$ cat config.mk
export PLATFORM = sky130hd
export DESIGN_NAME = fp_addsub_seq
export DESIGN_NICKNAME = d
export VERILOG_FILES = /design/src/rtl/fp_addsub_seq.sv
export SDC_FILE = /design/constraint.sdc
export NUM_CORES = 1
export LEC_CHECK = 0
export ABC_AREA = 0
export CAP_MARGIN = 40
export CORE_MARGIN = 2
export CORE_UTILIZATION = 45
export CTS_CLUSTER_DIAMETER = 80
export DETAILED_ROUTE_END_ITERATION = 10
export MAX_ROUTING_LAYER = met4
export SYNTH_ARGS = -nofsm -noshare
export SYNTH_HDL_FRONTEND = slang
export SYNTH_SLANG_ARGS = --single-unit
$ cat constraint.sdc
create_clock -name clk -period 7.13 [get_ports clk]
set_input_delay 1.426 -clock clk [delete_from_list [all_inputs] [get_ports clk]]
set_output_delay 1.426 -clock clk [all_outputs]
set_load 0.01 [all_outputs]
$ cat src/rtl/fp_addsub_seq.sv
// Multi-cycle floating-point adder/subtractor: align, add, normalise one step per clock.
// Truncating rounding; zero-exponent operands are treated as zero.
module fp_addsub_seq #(
  parameter int unsigned EXP_W = 8,
  parameter int unsigned MAN_W = 23
) (
  input  logic                         clk,
  input  logic                         n_rst,
  input  logic                         start,
  input  logic                         mode,
  input  logic [1+EXP_W+MAN_W-1:0]     op1,
  input  logic [1+EXP_W+MAN_W-1:0]     op2,
  output logic [1+EXP_W+MAN_W-1:0]     result,
  output logic                         done,
  output logic                         busy,
  output logic                         overflow,
  output logic                         underflow
);

  localparam int unsigned W    = 1 + EXP_W + MAN_W;
  localparam int unsigned MX_W = MAN_W + 3;  // {hidden, man, 2 guard}
  localparam int unsigned AC_W = MAN_W + 4;  // carry + MX_W
  localparam logic [EXP_W-1:0] EXP_ONES = '1;

  typedef enum logic [2:0] {
    S_IDLE,
    S_ALIGN,
    S_ADD,
    S_NORM,
    S_FINISH
  } state_t;

  state_t             state;
  logic               a_sign, b_sign;
  logic [EXP_W-1:0]   a_exp, b_exp;
  logic [MAN_W-1:0]   a_man, b_man;
  logic [MX_W-1:0]    x_mant, y_mant;
  logic               eff_sub;
  logic               inf_in;
  logic [AC_W-1:0]    acc;
  logic [EXP_W-1:0]   exp_r;
  logic               sign_r;

  // Alignment: order operands by magnitude and shift the smaller one
  logic               swap_c;
  logic               big_sign_c;
  logic [EXP_W-1:0]   big_exp_c, sml_exp_c, diff_c;
  logic [MAN_W-1:0]   big_man_c, sml_man_c;
  logic [MX_W-1:0]    big_mant_c, sml_mant_c, sml_shift_c;

  always_comb begin
    swap_c      = {b_exp, b_man} > {a_exp, a_man};
    big_sign_c  = swap_c ? b_sign : a_sign;
    big_exp_c   = swap_c ? b_exp  : a_exp;
    big_man_c   = swap_c ? b_man  : a_man;
    sml_exp_c   = swap_c ? a_exp  : b_exp;
    sml_man_c   = swap_c ? a_man  : b_man;
    big_mant_c  = (big_exp_c == '0) ? '0 : {1'b1, big_man_c, 2'b00};
    sml_mant_c  = (sml_exp_c == '0) ? '0 : {1'b1, sml_man_c, 2'b00};
    diff_c      = big_exp_c - sml_exp_c;
    sml_shift_c = (32'(diff_c) >= MX_W) ? '0 : (sml_mant_c >> diff_c);
  end

  // Normalisation decision for the current NORM cycle
  logic               norm_fin_c;
  logic               norm_ovf_c;
  logic               norm_unf_c;
  logic [W-1:0]       norm_res_c;
  logic [EXP_W-1:0]   exp_inc_c;

  always_comb begin
    norm_fin_c = 1'b1;
    norm_ovf_c = 1'b0;
    norm_unf_c = 1'b0;
    norm_res_c = '0;
    exp_inc_c  = exp_r + EXP_W'(1);
    if (inf_in) begin
      norm_ovf_c = 1'b1;
      norm_res_c = {sign_r, EXP_ONES, MAN_W'(0)};
    end else if (acc[AC_W-1]) begin
      if (exp_inc_c == EXP_ONES) begin
        norm_ovf_c = 1'b1;
        norm_res_c = {sign_r, EXP_ONES, MAN_W'(0)};
      end else begin
        norm_res_c = {sign_r, exp_inc_c, acc[AC_W-2:3]};
      end
    end else if (acc == '0) begin
      norm_res_c = '0;
    end else if (acc[AC_W-2]) begin
      norm_res_c = {sign_r, exp_r, acc[AC_W-3:2]};
    end else if (exp_r <= EXP_W'(1)) begin
      norm_unf_c = 1'b1;
      norm_res_c = {sign_r, EXP_W'(0), MAN_W'(0)};
    end else begin
      norm_fin_c = 1'b0;
    end
  end

  always_ff @(posedge clk or negedge n_rst) begin
    if (!n_rst) begin
      state     <= S_IDLE;
      result    <= '0;
      done      <= 1'b0;
      busy      <= 1'b0;
      overflow  <= 1'b0;
      underflow <= 1'b0;
      a_sign    <= 1'b0;
      a_exp     <= '0;
      a_man     <= '0;
      b_sign    <= 1'b0;
      b_exp     <= '0;
      b_man     <= '0;
      x_mant    <= '0;
      y_mant    <= '0;
      eff_sub   <= 1'b0;
      inf_in    <= 1'b0;
      acc       <= '0;
      exp_r     <= '0;
      sign_r    <= 1'b0;
    end else begin
      done <= 1'b0;
      unique case (state)
        S_IDLE: begin
          if (start) begin
            {a_sign, a_exp, a_man} <= op1;
            {b_sign, b_exp, b_man} <= {op2[W-1] ^ mode, op2[W-2:0]};
            busy  <= 1'b1;
            state <= S_ALIGN;
          end
        end
        S_ALIGN: begin
          x_mant  <= big_mant_c;
          y_mant  <= sml_shift_c;
          exp_r   <= big_exp_c;
          sign_r  <= big_sign_c;
          eff_sub <= a_sign ^ b_sign;
          inf_in  <= (a_exp == EXP_ONES) || (b_exp == EXP_ONES);
          state   <= S_ADD;
        end
        S_ADD: begin
          acc   <= eff_sub ? (AC_W'(x_mant) - AC_W'(y_mant))
                           : (AC_W'(x_mant) + AC_W'(y_mant));
          state <= S_NORM;
        end
        S_NORM: begin
          if (norm_fin_c) begin
            result    <= norm_res_c;
            overflow  <= norm_ovf_c;
            underflow <= norm_unf_c;
            done      <= 1'b1;
            state     <= S_FINISH;
          end else begin
            acc   <= acc << 1;
            exp_r <= exp_r - EXP_W'(1);
          end
        end
        S_FINISH: begin
          busy  <= 1'b0;
          state <= S_IDLE;
        end
        default: state <= S_IDLE;
      endcase
    end
  end

endmodule

Word level (Yosys, flattened, before mapping)

Cells that the tools add are included.
Widths: inputs -> output; s select.

Bits in registers: 193
Input bits: 68
Output and inout port bits: 36
Word-level logic and storage cells: 92

$add $sub $neg: 5
Magnitude comparators: 3
Equality and inequality tests: 10
Shift-type cells: 1
Multiplexer cells: 38
Bitwise gates (word level): 2
Reduce and logical (&&, ||, !) cells: 14

Operators by type and width:

| cell                | count |
|---|---|
| $mux 32             | 5 |
| $mux 26             | 3 |
| $mux 27             | 2 |
| $pmux 27 s2         | 1 |
| $mux 23             | 2 |
| $gt 31x31->1        | 1 |
| $mux 31             | 1 |
| $add 26x26->27      | 1 |
| $logic_not 27->1    | 1 |
| $sub 26x26->27      | 1 |
| $shr 26x8->26       | 1 |
| $eq 8x8->1 const B  | 3 |
| $mux 8              | 3 |
| $logic_not 8->1     | 2 |
| $mux 1              | 16 |
| $pmux 8 s2          | 1 |
| $pmux 3 s4          | 1 |
| $reduce_and 2->1    | 6 |
| $add 8x1->8 const B | 1 |
| $ge 8x5->1 const B  | 1 |
| $le 8x1->1 const B  | 1 |
| $sub 8x1->8 const B | 1 |
| $sub 8x8->8         | 1 |
| $eq 3x2->1 const B  | 2 |
| 9 further kinds     | 15 |

Logic depth before layout (Yosys ltp)

Depth in word-level cells: 8
Depth in mapped cells: 27
Depth with buffers taken out: 20

Worst setup path after synthesis

Ideal clock, no wire load.

Path type: flip-flop to flip-flop
Start: register b_exp[0]
End: register y_mant[9]
Library setup time: 0.101 ns
Data arrival time: 5.441 ns
Data required time: 7.029 ns
Slack: 1.588 ns
Cell stages (with the launch flop): 25
Buffers on the path: 6
Clock period less this slack: 5.542 ns
Cell sequence: dfrtp_1 -> ha_1 -> buf_2 -> nand4_2 -> nor3_2 -> and4_1 -> o211ai_1 -> nand2_2 -> clkbuf_1 -> clkbuf_1 -> clkbuf_1 -> a21oi_1 -> ha_1 -> and2_1 -> a211oi_1 -> o21a_1 -> o21ai_0 -> a2111oi_0 -> a31oi_1 -> or3_1 -> a311o_1 -> buf_4 -> nand2b_4 -> buf_6 -> o311ai_2

Word-level cells in the longest chain between the ends: 6
Elaborated cells between the ends (all ways): 10
Classes of those cells: add/sub: 1; order compare: 2; shift: 1; mux: 5; reduce/logical: 1

Ends and longest elaborated chain:

| item                                                 | RTL line | source |
|---|---|---|
| start, declared                                      | 35       | `logic [EXP_W-1:0] a_exp, b_exp;` |
| start signal, assigned                               | 126      | `{b_sign, b_exp, b_man} <= {op2[W-1] ^ mode, op2[W-2:0]};` |
| branches (longest 5 deep; another with $gt 31x31->1) | n/a      |  |
| $mux 26 (*)                                          | 61       | `sml_shift_c = (32'(diff_c) >= MX_W) ? '0 : (sml_mant_c >> diff_c);` |
| end signal, assigned                                 | 133      | `y_mant <= sml_shift_c;` |
| end, declared                                        | 37       | `logic [MX_W-1:0] x_mant, y_mant;` |

Every way passes the cells marked *.
A chain may end at the register's enable or synchronous reset.

Worst setup path after layout

Start: register a_exp[2]
End: register y_mant[7]

Word-level cells in the longest chain between the ends: 6
Elaborated cells between the ends (all ways): 10
Classes of those cells: add/sub: 1; order compare: 2; shift: 1; mux: 5; reduce/logical: 1

Ends and longest elaborated chain:

| item                                                 | RTL line | source |
|---|---|---|
| start, declared                                      | 35       |  |
| start signal, assigned                               | 125      | `{a_sign, a_exp, a_man} <= op1;` |
| branches (longest 5 deep; another with $gt 31x31->1) | n/a      |  |
| $mux 26 (*)                                          | 61       |  |

Marked as above.

==> metrics.csv <==
metric;value;unit
status;finished clean;
total placed cells including tap cells;1944;
number of buffers added on ports;103;
Max Buffers Root-to-Sink;2;
Layout Nets;1708;
min Tclk post-route;5.749;ns
I/O pin total;104;
CTS tree;built;
Setup TNS;0;ns
Post-CTS Resized;0;
skew final;0.01674;ns
Seq cells post-synth;191;
# setup viols final;0;
gr usage total;24.55;%
Final Non-Filler Cells;1977;
Die Ht;173.6;um
crit path DAT;6.07;ns
# Post-CTS Setup Buffers;0;
Die W;173.6;um
RD Place Congestion;0.9622;
Primary FF master, synth;dfrtp_1;
Critical Path RT;7.45;ns
Worst Path Buf+Inv;1;
Clock Latency Late Sink;0.44;ns
DP HPWL;26.59;mm
Crit-path slowest cell;nand2_1;
sequential share of the synthesized area;36.93;%
initial antenna violation count;1;
Reg clk slew, reported paths;0.07;ns
die area;30130;um^2
row cnt;62;
Hold Worst Slack;0.4730;ns
Most common cell on crit path;ha_1;
first-pass GRT wire length;58.32;mm
Startpoint Class;register;
Starting DRT DRC Count;704;
most frequent cells in the layout;nand2_1 (220), dfrtp_1 (190), nor2_1 (152);
family with the most delay on the worst path;simple AND/OR/NAND/NOR gates;
Final Max Slew Viols;0;
initial cell density of the core;45.34;%
drt first pass iters;5;
Yosys Warn Count;0;
Worst slew margin;41.19;%
syn avg cell area;8.515;um^2
Post-synth EDFFs;0;
commonest non-fill, non-tap cell in the layout;nand2_1;
area grow syn2layout;15.86;%
# H-tree levels;4;
clock root cell;clkbuf_16;
WL per Instance;17.74;um
Critical Path Fanout Max;20;
maxcap violations;0;
Async SR Flop Fraction;100.0;%
largest net degree at the start of global routing;95;
vias in the first global route;10780;
mapped cell area;12940;um^2
hold_buf cts;0;
Detail Route Antenna Nets;0;
DR vias/cell;5.671;
setup ws final;1.381;ns
via count;11210;
CP Class;register to register;
measured slew at the worst slew-check pin;0.8800;ns
Min-Delay Path Class;register to register;
CORE AREA;28550;um^2
fmax;174.0;MHz
CTS Sinks;191;
share of cells above drive strength 1;9.045;%
worst reg2reg setup slack;1.38;ns
Worst setup EP type;register;
Crit path largest cell delay;0.66;ns
Final period util;80.62;%
RSZ-0062 raised after global routing;no;
post-place setup slack;1.518;ns
Yosys cell types;83;
Mapped Cells;1520;
total CTS buffers;17;
WL final;35.07;mm
Synthesized Nets;1649;
drt drc;0;
final hold violations;0;
Congestion Overflow GR;0;
critical-path cell list;inv_1, ha_1, nand4_2, nor3_2, and4_1, o211ai_1, nand2_2, a21oi_1, ha_1, or4_1, a21o_1, nand2_1, mux2_2, a222oi_1, nor3_1, a221o_1;
## cells by family (layout without fill, tap and decap cells)
kind of cell               after synthesis  in the layout  synth area share [%]
DFF                                    191            191                 36.93
muxes                                   91             91                 9.232
and+or+nand+nor                        553            553                 19.68
other                                    0              1                     0
adders and majority gates               61             61                 5.897
AOI/OAI and AO/OA                      429            429                 20.25
buffers and inverters                  139            211                 4.215
xor gates and xnor gates                56             56                 3.790
## metrics by stage
step                util [%]  instance area (um^2)
floorplan                  -                 12940
global placement       49.95                 14260
detailed placement     50.44                 14400
CTS                    52.52                 14990
global route           52.53                 15000
finish                 52.53                 15000
## layout make-up
| type | count | area (um^2) |
|---|---|---|
| antenna | 1 | 2.502 |
| timing repair buffer | 128 | 1310 |
| clock buffer | 19 | 442.9 |
| multi-input combinational | 1190 | 7636 |
| tap | 384 | 480.5 |
| inverter | 51 | 191.4 |
| clock inverter | 13 | 151.4 |
| sequential | 191 | 4781 |
| fill | 2801 | 13550 |
## path summary, 6_finish.rpt
path,startpoint,end,cells after the start
max in group asynchronous,n_rst,a_man[13],3
min in group asynchronous,n_rst,done,1
hold reg to reg,result[29],result[29],2
hold / removal,result[29],result[29],2
setup reg to reg,a_exp[2],y_mant[7],16
setup / recovery,a_exp[2],y_mant[7],16
## layer usage
| metal | vias to the layer above | global-route usage (%) | part of all wire [%] |
|---|---|---|---|
| met4 | 0 | 4.307 | 1.1 |
| met3 | 29 | 3.640 | 4.7 |
| li1 | 5568 | - | - |
| met5 | - | - | 0 |
| met1 | 5339 | 33.94 | 48 |
| met2 | 275 | 38.93 | 47 |
## state kept, by name, summed over array words and instances, names as in the netlist, 3 cells and up
register	cells
state	3
b_man	23
x_mant	24
a_exp	8
exp_r	8
b_exp	8
a_man	23
result	32
y_mant	26
acc	27
## tightest hold or removal path, stage by stage (launching register included)
cell,delay [ns]
dfrtp_1,0.34
nand2_1,0.05
nand2_1,0.05
## synth_stat cells, drive strengths merged, types with 19 or more instances
library cell,n,share of area (%)
nand2,222,6.5
a21oi,131,5.1
inv,51,1.5
dfrtp,191,37
o21ai,151,5.8
mux2i,35,2.7
clkbuf,73,2.1
nor3,25,1.0
mux4,19,3.3
xnor2,34,2.3
nand3,33,1.3
a31oi,22,1.1
nand2b,22,1.1
ha,61,5.9
nor2,155,4.5
xor2,22,1.5
mux2,37,3.2
Power is left out: the tool's default activity adds up to more than one toggle a clock period on the data nets, which glitch-free logic cannot reach.
